File: config.mk
export PLATFORM = sky130hd
export DESIGN_NAME = comma_align_deser_flat
export DESIGN_NICKNAME = d
export VERILOG_FILES = /design/src/rtl/comma_align_deser_if.sv /design/src/rtl/comma_align_deser.sv /design/src/flat_wrapper.sv
export SDC_FILE = /design/constraint.sdc
export NUM_CORES = 1
export LEC_CHECK = 0
export ABC_AREA = 1
export CAP_MARGIN = 10
export CORE_ASPECT_RATIO = 1.25
export CORE_MARGIN = 2
export CORE_UTILIZATION = 43
export DETAILED_ROUTE_END_ITERATION = 10
export GPL_TIMING_DRIVEN = 0
export SLEW_MARGIN = 20
export SYNTH_ARGS = -nofsm -noshare
export SYNTH_HDL_FRONTEND = slang
export SYNTH_SLANG_ARGS = --single-unit
File: constraint.sdc
create_clock -name clock -period 2.1 [get_ports clock]
set_input_delay 0.315 -clock clock [delete_from_list [all_inputs] [get_ports clock]]
set_output_delay 0.315 -clock clock [all_outputs]
set_load 0.05 [all_outputs]
File: src/rtl/comma_align_deser_if.sv
// Serial-in / aligned-symbol-out bundle for the comma aligner.
// The master drives the serial bit; the slave returns aligned symbols and lock status.
interface comma_align_deser_if;
  logic       serial_in;
  logic [9:0] sym_out;
  logic       sym_valid;
  logic       comma_det;
  logic       locked;

  modport master (
    output serial_in,
    input  sym_out,
    input  sym_valid,
    input  comma_det,
    input  locked
  );

  modport slave (
    input  serial_in,
    output sym_out,
    output sym_valid,
    output comma_det,
    output locked
  );
endinterface

File: src/rtl/comma_align_deser.sv
// 1-bit serial to 10-bit deserializer with K28.5 comma alignment.
// A hunt/sync/lock state machine acquires alignment and tolerates isolated bit slips while locked.
module comma_align_deser #(
  parameter int unsigned LOCK_CNT   = 3,
  parameter int unsigned UNLOCK_CNT = 4
) (
  input  logic                clock,
  input  logic                reset,
  comma_align_deser_if.slave  link
);

  localparam int unsigned CNT_MAX = (LOCK_CNT > UNLOCK_CNT) ? LOCK_CNT : UNLOCK_CNT;
  localparam int unsigned CNT_W   = $clog2(CNT_MAX + 1);
  localparam logic [CNT_W-1:0] LOCK_TH   = CNT_W'(LOCK_CNT);
  localparam logic [CNT_W-1:0] UNLOCK_TH = CNT_W'(UNLOCK_CNT);
  localparam logic [CNT_W-1:0] CNT_SAT   = CNT_W'(CNT_MAX);
  localparam logic [9:0] COMMA_NEG = 10'b0011111010;
  localparam logic [9:0] COMMA_POS = 10'b1100000101;

  typedef enum logic [1:0] {HUNT, SYNC, LOCKED} state_t;

  state_t           state_q, state_d;
  logic [9:0]       sr_q, sr_d;
  logic [3:0]       bit_cnt_q, bit_cnt_d;
  logic [CNT_W-1:0] good_q, good_d;
  logic [CNT_W-1:0] bad_q, bad_d;
  logic [9:0]       sym_q, sym_d;
  logic             valid_q, valid_d;
  logic             comma_q, comma_d;
  logic             comma_hit;
  logic             boundary;
  logic             emit;

  assign comma_hit = (sr_q == COMMA_NEG) || (sr_q == COMMA_POS);
  assign boundary  = (bit_cnt_q == 4'd9);

  always_comb begin
    state_d   = state_q;
    sr_d      = {sr_q[8:0], link.serial_in};
    bit_cnt_d = boundary ? 4'd0 : bit_cnt_q + 4'd1;
    good_d    = good_q;
    bad_d     = bad_q;
    emit      = 1'b0;

    case (state_q)
      HUNT: begin
        if (comma_hit) begin
          emit      = 1'b1;
          bit_cnt_d = 4'd0;
          good_d    = CNT_W'(1);
          state_d   = (LOCK_CNT <= 1) ? LOCKED : SYNC;
        end
      end
      SYNC: begin
        if (comma_hit && !boundary) begin
          emit      = 1'b1;
          bit_cnt_d = 4'd0;
          good_d    = CNT_W'(1);
        end else if (boundary) begin
          emit = 1'b1;
          if (comma_hit) begin
            good_d = (good_q == CNT_SAT) ? good_q : good_q + CNT_W'(1);
            if (good_d >= LOCK_TH) state_d = LOCKED;
          end
        end
      end
      LOCKED: begin
        if (boundary) begin
          emit = 1'b1;
          if (comma_hit) bad_d = '0;
        end else if (comma_hit) begin
          // Misaligned comma: keep the current cadence, only count it.
          bad_d = (bad_q == CNT_SAT) ? bad_q : bad_q + CNT_W'(1);
          if (bad_d >= UNLOCK_TH) begin
            state_d = HUNT;
            good_d  = '0;
            bad_d   = '0;
          end
        end
      end
      default: state_d = HUNT;
    endcase

    valid_d = emit;
    comma_d = emit & comma_hit;
    sym_d   = emit ? sr_q : sym_q;
  end

  always_ff @(posedge clock or negedge reset) begin
    if (!reset) begin
      state_q   <= HUNT;
      sr_q      <= '0;
      bit_cnt_q <= '0;
      good_q    <= '0;
      bad_q     <= '0;
      sym_q     <= '0;
      valid_q   <= 1'b0;
      comma_q   <= 1'b0;
    end else begin
      state_q   <= state_d;
      sr_q      <= sr_d;
      bit_cnt_q <= bit_cnt_d;
      good_q    <= good_d;
      bad_q     <= bad_d;
      sym_q     <= sym_d;
      valid_q   <= valid_d;
      comma_q   <= comma_d;
    end
  end

  assign link.sym_out   = sym_q;
  assign link.sym_valid = valid_q;
  assign link.comma_det = comma_q;
  assign link.locked    = (state_q == LOCKED);

endmodule

File: src/flat_wrapper.sv
// flat-port wrapper written by rule: the top's interface ports become plain ports
module comma_align_deser_flat 
#(
  parameter int unsigned LOCK_CNT   = 3,
  parameter int unsigned UNLOCK_CNT = 4
)
  (clock, reset, link_serial_in, link_sym_out, link_sym_valid, link_comma_det, link_locked);
  comma_align_deser_if link_i ();
  input  logic clock;
  input  logic reset;
  input wire logic [$bits(link_i.serial_in)-1:0] link_serial_in;
  output wire logic [$bits(link_i.sym_out)-1:0] link_sym_out;
  output wire logic [$bits(link_i.sym_valid)-1:0] link_sym_valid;
  output wire logic [$bits(link_i.comma_det)-1:0] link_comma_det;
  output wire logic [$bits(link_i.locked)-1:0] link_locked;
  assign link_i.serial_in = link_serial_in;
  assign link_sym_out = link_i.sym_out;
  assign link_sym_valid = link_i.sym_valid;
  assign link_comma_det = link_i.comma_det;
  assign link_locked = link_i.locked;
  comma_align_deser #(.LOCK_CNT(LOCK_CNT), .UNLOCK_CNT(UNLOCK_CNT)) u_core (.clock(clock), .reset(reset), .link(link_i));
endmodule
* Yosys cells after proc, flatten, opt, wreduce, memory -nomap -nowiden
Index checks and enable logic that the tools add are counted.
** Storage, ports and cells
- Flip-flop bits (word level) :: 34
- Bits of input ports :: 3
- Output and inout port bits :: 13
- Logic and storage cells :: 70
** Operators by class
- Add/sub/neg operators :: 3
- $lt $le $gt $ge :: 2
- Equal/unequal tests :: 17
- Mux-type cells :: 31
- Bitwise logic cells :: 1
- Reductions and logical operators :: 8
** Operator list (count)
- 3-bit two-way mux :: 13
- 2-bit two-way mux :: 8
- 4-bit two-way mux :: 3
- 2-bit by 1-bit != test with 1-bit output, second input constant :: 6
- 10-bit equality test, second input constant :: 1
- 10-bit by 8-bit equality test with 1-bit output, second input constant :: 1
- 3-bit case mux with 3 select lines :: 1
- 4-bit case mux with 2 select lines :: 1
- 8-bit AND reduction :: 1
- 7-bit AND reduction :: 1
- 3-bit by 1-bit adder with 3-bit output, second input constant :: 2
- 3-bit equality test, second input constant :: 2
- 3-bit by 1-bit != test with 1-bit output, second input constant :: 2
- 2-bit case mux with 3 select lines :: 1
- 4-bit by 1-bit adder with 4-bit output, second input constant :: 1
- 4-bit equality test, second input constant :: 1
- 2-bit != test, second input constant :: 2
- 3-bit by 2-bit greater-or-equal comparator with 1-bit output, second input constant :: 1
- 3-bit greater-or-equal comparator, second input constant :: 1
- 1-bit two-way mux :: 3
- 1-bit case mux with 3 select lines :: 1
- 3-bit nonzero test :: 1
- 2-bit by 1-bit equality test with 1-bit output, second input constant :: 1
- 2-bit equality test, second input constant :: 1
- 6 further kinds :: 6

* Longest topological paths before layout
- Depth in word-level cells :: 8
- Gate-level depth with buffers :: 11
- Gate-level depth less buffers :: 11

* Least setup slack after synthesis
Ideal clock, no wire load.
- Kind :: register to register
- From :: register u_core.state_q[0]
- To :: register u_core.sym_q[0], in the netlist u_core.link.sym_out[0]
- Setup time :: 0.120 ns
- Data arrival time :: 1.695 ns
- Required time :: 1.980 ns
- Slack :: 0.285 ns
- Cell stages (with the launch flop) :: 10
- Buffers on the path :: 1
- Period minus slack after synthesis :: 1.815 ns
- Path through :: dfrtp_1 inv_1 ha_1 or2_2 nand2_1 nand2_1 nand2_2 buf_6 nand2_1 o21ai_2
** On the way
- Cells in the longest elaborated chain, start to end :: 2
- Elaborated cells on any way between the ends :: 4
- Those cells by class :: eq/ne (2); mux (1); reduce/logical (1)
** RTL lines
- start: declaration :: line comma_align_deser.sv:22 : state_t state_q, state_d;
- start signal: assignment :: line comma_align_deser.sv:100 : state_q <= state_d;
- 2-bit equality test
- net link_locked :: line flat_wrapper.sv:15 : output wire logic [$bits(link_i.locked)-1:0] link_locked;
- 1-bit case mux with 3 select lines :: line comma_align_deser.sv:45 : case (state_q)
- end signal: assignment :: line comma_align_deser.sv:105 : sym_q <= sym_d;
- end: declaration :: line comma_align_deser.sv:27 : logic [9:0] sym_q, sym_d;
The timed path passes the listed nets, and every way through them passes these cells.
A chain may end at the register's enable or synchronous reset.

* Final worst setup path
- From :: register u_core.state_q[0]
- To :: output port link_locked
** On the way
- Cells in the longest elaborated chain, start to end :: 1
** RTL lines
- 2-bit equality test :: line comma_align_deser.sv:114 : assign link.locked = (state_q == LOCKED);
- end: declaration :: line flat_wrapper.sv:15
Every way passes these cells.

==> impl_metrics.py <==
metrics = {
    "min_path": {
        "worstHoldPathType": "input port to asynchronous set/reset pin",
    },
    "synthesis": {
        "synth_nets": 211,
        "synth-edff-count": 0,
        "synth_top_cells_by_count": "sky130_fd_sc_hd__nand2_1 (61), sky130_fd_sc_hd__dfrtp_1 (34), sky130_fd_sc_hd__inv_1 (24)",
        "yosysUniqueCellTypes": 23,
        "flops_latches_synth": 34,
        "netlist_instances": 197,
        "ys_seq_area_share_pct": 49.5,
        "yosys_warning_count": 0,
        "flip_flop_cell_with_the_highest_count_after_synthesis": "sky130_fd_sc_hd__dfrtp_1",
        "postSynthAreaPerCell_um2": 8.72,
        "yosys.area.top_type_share_pct": 49.5,
        "most_frequent_cell_after_synthesis": "sky130_fd_sc_hd__nand2_1",
        "synth.cell_area_mm2": 0.00172,
        "synth_largest_area_cell": "sky130_fd_sc_hd__dfrtp_1",
        "share_of_flip_flops_with_an_asynchronous_set_or_reset_pct": 100,
        "ys_top_cells_by_area": "sky130_fd_sc_hd__dfrtp_1 (50%), sky130_fd_sc_hd__nand2_1 (13%), sky130_fd_sc_hd__ha_1 (8.0%), sky130_fd_sc_hd__inv_1 (5.2%), sky130_fd_sc_hd__o21ai_2 (5.1%)",
    },
    "placed_design": {
        "gpl.final_weighted_congestion": 0.738,
        "dpl-instance-area_mm2": 0.00193,
        "io_buffers": 15,
        "dpl.hpwl_um": 2340,
        "dpl_worst_slack_ns": 0.0894,
    },
    "routing": {
        "routed_wire_length_per_instance_um": 10.9,
        "detailedRoute.firstPassIterationCount": 4,
        "final_antenna_net_count": 0,
        "drt-vias-per-instance": 4.56,
        "number_of_remaining_drc_errors": 0,
        "detailroute.via_count": 1249,
        "finalWirelength_um": 2990,
        "drtIter0Drc": 37,
    },
    "pwr": {
        "cellPowerDensity_mw_per_mm2": 1280,
        "power.clock.fraction_pct": 18.7,
        "power_frac_seq_pct": 35.6,
        "p_switching_uw": 1090,
        "vdd.ir_drop.worst_uv": 607,
        "sw_frac_of_total_pct": 42.2,
        "internal_power_uw": 1500,
        "power.combinational.fraction_pct": 45.6,
        "leakage_uw": 0.00102,
    },
    "floorplan": {
        "fp-row-count": 25,
        "top_level_ports": 16,
        "die-area_mm2": 0.00452,
        "fp.coreArea_mm2": 0.00382,
        "die_height_um": 74.7,
        "floorplan.initialDensity_pct": 45.0,
        "floorplan.die.width_um": 60.5,
    },
    "final_layout": {
        "utilization_pct": 53.0,
        "insertedDiodeCount": 0,
        "nNetsFinal": 233,
        "drive_above_1_share_pct": 15.9,
        "final_design_area_no_fill_mm2": 0.00202,
        "flow.area_growth_from_synthesis_pct": 17.7,
    },
    "worst_setup_path": {
        "worst-endpoint-required_ns": 1.78,
        "critPathCaptureType": "output pin",
        "criticalPathCategory": "register to output pin",
        "timing.critical_path.from_type": "register",
        "critical_path_peak_fanout": 9,
        "timing.critical_path.from": "u_core.state_q[0]$_DFFE_PN0P_",
        "critPathArrivalTime_ns": 1.66,
        "regToRegStartpoint": "u_core.state_q[0]$_DFFE_PN0P_",
        "r2r_setup_slack_ns": 0.42,
    },
    "run_status": {
        "outcome": "complete, no violations",
    },
    "cts": {
        "clk_transition_reported_paths_ns": 0.06,
        "cts_setup_buffers": 0,
        "clockRootBuffer": "sky130_fd_sc_hd__clkbuf_8",
        "cts_sinks": 34,
        "cts-htree-levels": 2,
        "tritoncts": "yes",
        "cts-buffers-inserted": 5,
        "cts_buffer_depth": 2,
        "clkLatencyLatePin_ns": 0.28,
    },
    "sta": {
        "slew_headroom_pct": 51.4,
        "fin_skew_ns": 0.00184,
        "max_slew.worst_pin.slew_ns": 0.730,
        "final_hold_vio_count": 0,
        "setup_slack_ns": 0.121,
        "max_freq_ghz": 0.505,
        "setup_viol": 0,
        "timing.final.max_slew_violations": 0,
        "post-route-min-period_ns": 1.98,
        "total_negative_slack_for_setup_checks_ns": 0,
        "final_min_period_over_clock_period_pct": 94.3,
        "setup_repair_after_global_routing_missed_its_margin": "false",
    },
    "grt": {
        "grt_usage_pct": 16.1,
        "first_global_vias": 1245,
        "antenna_found_initial": 0,
        "grt_max_degree": 35,
        "grt_pass1_wl_um": 5350,
        "grt_overflow": 0,
    },
    "job": {
        "timing.max_cap.violations": 0,
    },
}
## final timing paths
kind	endpoint	depth (start not counted)
min reg2reg	u_core.sr_q[9]$_DFF_PN0_	0
max in group asynchronous	u_core.state_q[1]$_DFFE_PN0P_	1
min in group clock	u_core.sr_q[9]$_DFF_PN0_	0
min	u_core.link.sym_out[8]$_DFFE_PN0P_	1
max reg2reg	u_core.link.sym_out[1]$_DFFE_PN0P_	8
max	link_locked	3
## sequential cells by signal, indices dropped and copies added, names as in the netlist
signal,cells
u_core.link.sym_out,10
u_core.sr_q,10
u_core.bit_cnt_q,4
u_core.bad_q,3
u_core.good_q,3
u_core.state_q,2
u_core.link.comma_det,1
u_core.link.sym_valid,1
## layout by cell type (no fill, tap or decap), types with 3 or more instances in the layout
cell / Yosys / layout
sky130_fd_sc_hd__nand2_2: 4 / 4
sky130_fd_sc_hd__ha_1: 11 / 11
sky130_fd_sc_hd__nor2_1: 19 / 19
sky130_fd_sc_hd__nand3_2: 3 / 3
sky130_fd_sc_hd__clkdlybuf4s50_1: 0 / 13
sky130_fd_sc_hd__inv_2: 5 / 5
sky130_fd_sc_hd__o21ai_2: 10 / 10
sky130_fd_sc_hd__nand2_1: 61 / 61
sky130_fd_sc_hd__inv_1: 24 / 24
sky130_fd_sc_hd__dfrtp_1: 34 / 34
sky130_fd_sc_hd__nand3_1: 6 / 6
sky130_fd_sc_hd__clkbuf_8: 0 / 6
## power by group through the flow
stage               clock [µW]  combinational (µW)  sequential, µW
floorplan                    0                 617            1190
global placement             0                1160             924
detailed placement           0                1200             938
CTS                        502                1190             926
global route               532                1330             943
finish                     485                1180             924
## critical path, stage by stage, from the launching register on
cell	delay, ns
sky130_fd_sc_hd__dfrtp_1	0.42
sky130_fd_sc_hd__inv_1	0.09
sky130_fd_sc_hd__ha_1	0.33
sky130_fd_sc_hd__clkdlybuf4s15_1	0.55
## metal layers
layer	routed length, µm	GRT usage (%)	share of wire (%)
met5	0	0	0
met4	61	6.52	2.0
met3	120	4.64	4.0
met2	1580	27.5	53
met1	1230	18.8	41
## logic make-up after synthesis
logic type	share of synthesized area, %
compound gates	7.65
xor+xnor	2.04
fa+ha+maj	8.01
buf+inv	7.65
flops	49.5
simple gates	25.1
## per-stage QoR
| step | hold WS [ns] | power, µW | instances |
|---|---|---|---|
| after floorplan | 0.0194 | 1800 | 197 |
| after global placement | 0.382 | 2080 | 266 |
| final | 0.0916 | 2590 | 274 |
| after detailed placement | 0.392 | 2130 | 266 |
| after CTS | 0.120 | 2620 | 274 |
| after global routing | 0.151 | 2810 | 274 |
## cell type report
type,count,area [µm²]
plain buffers,2,22.5
multi-input cells,132,736
clock buffers,7,86.3
well taps,54,67.6
clock inverters,1,5.00
flip-flops and latches,34,851
fillers,378,1790
inverters,29,109
repair buffers,15,145
## repair_timing
item                                    CTS  global route
hold endpoints to repair                  0             0
gates resized for setup                   1             1
hold buffers                              0             0
pin swaps                                 0             0
endpoints found under the setup margin    1             1
(Power assumes the default switching activity.)
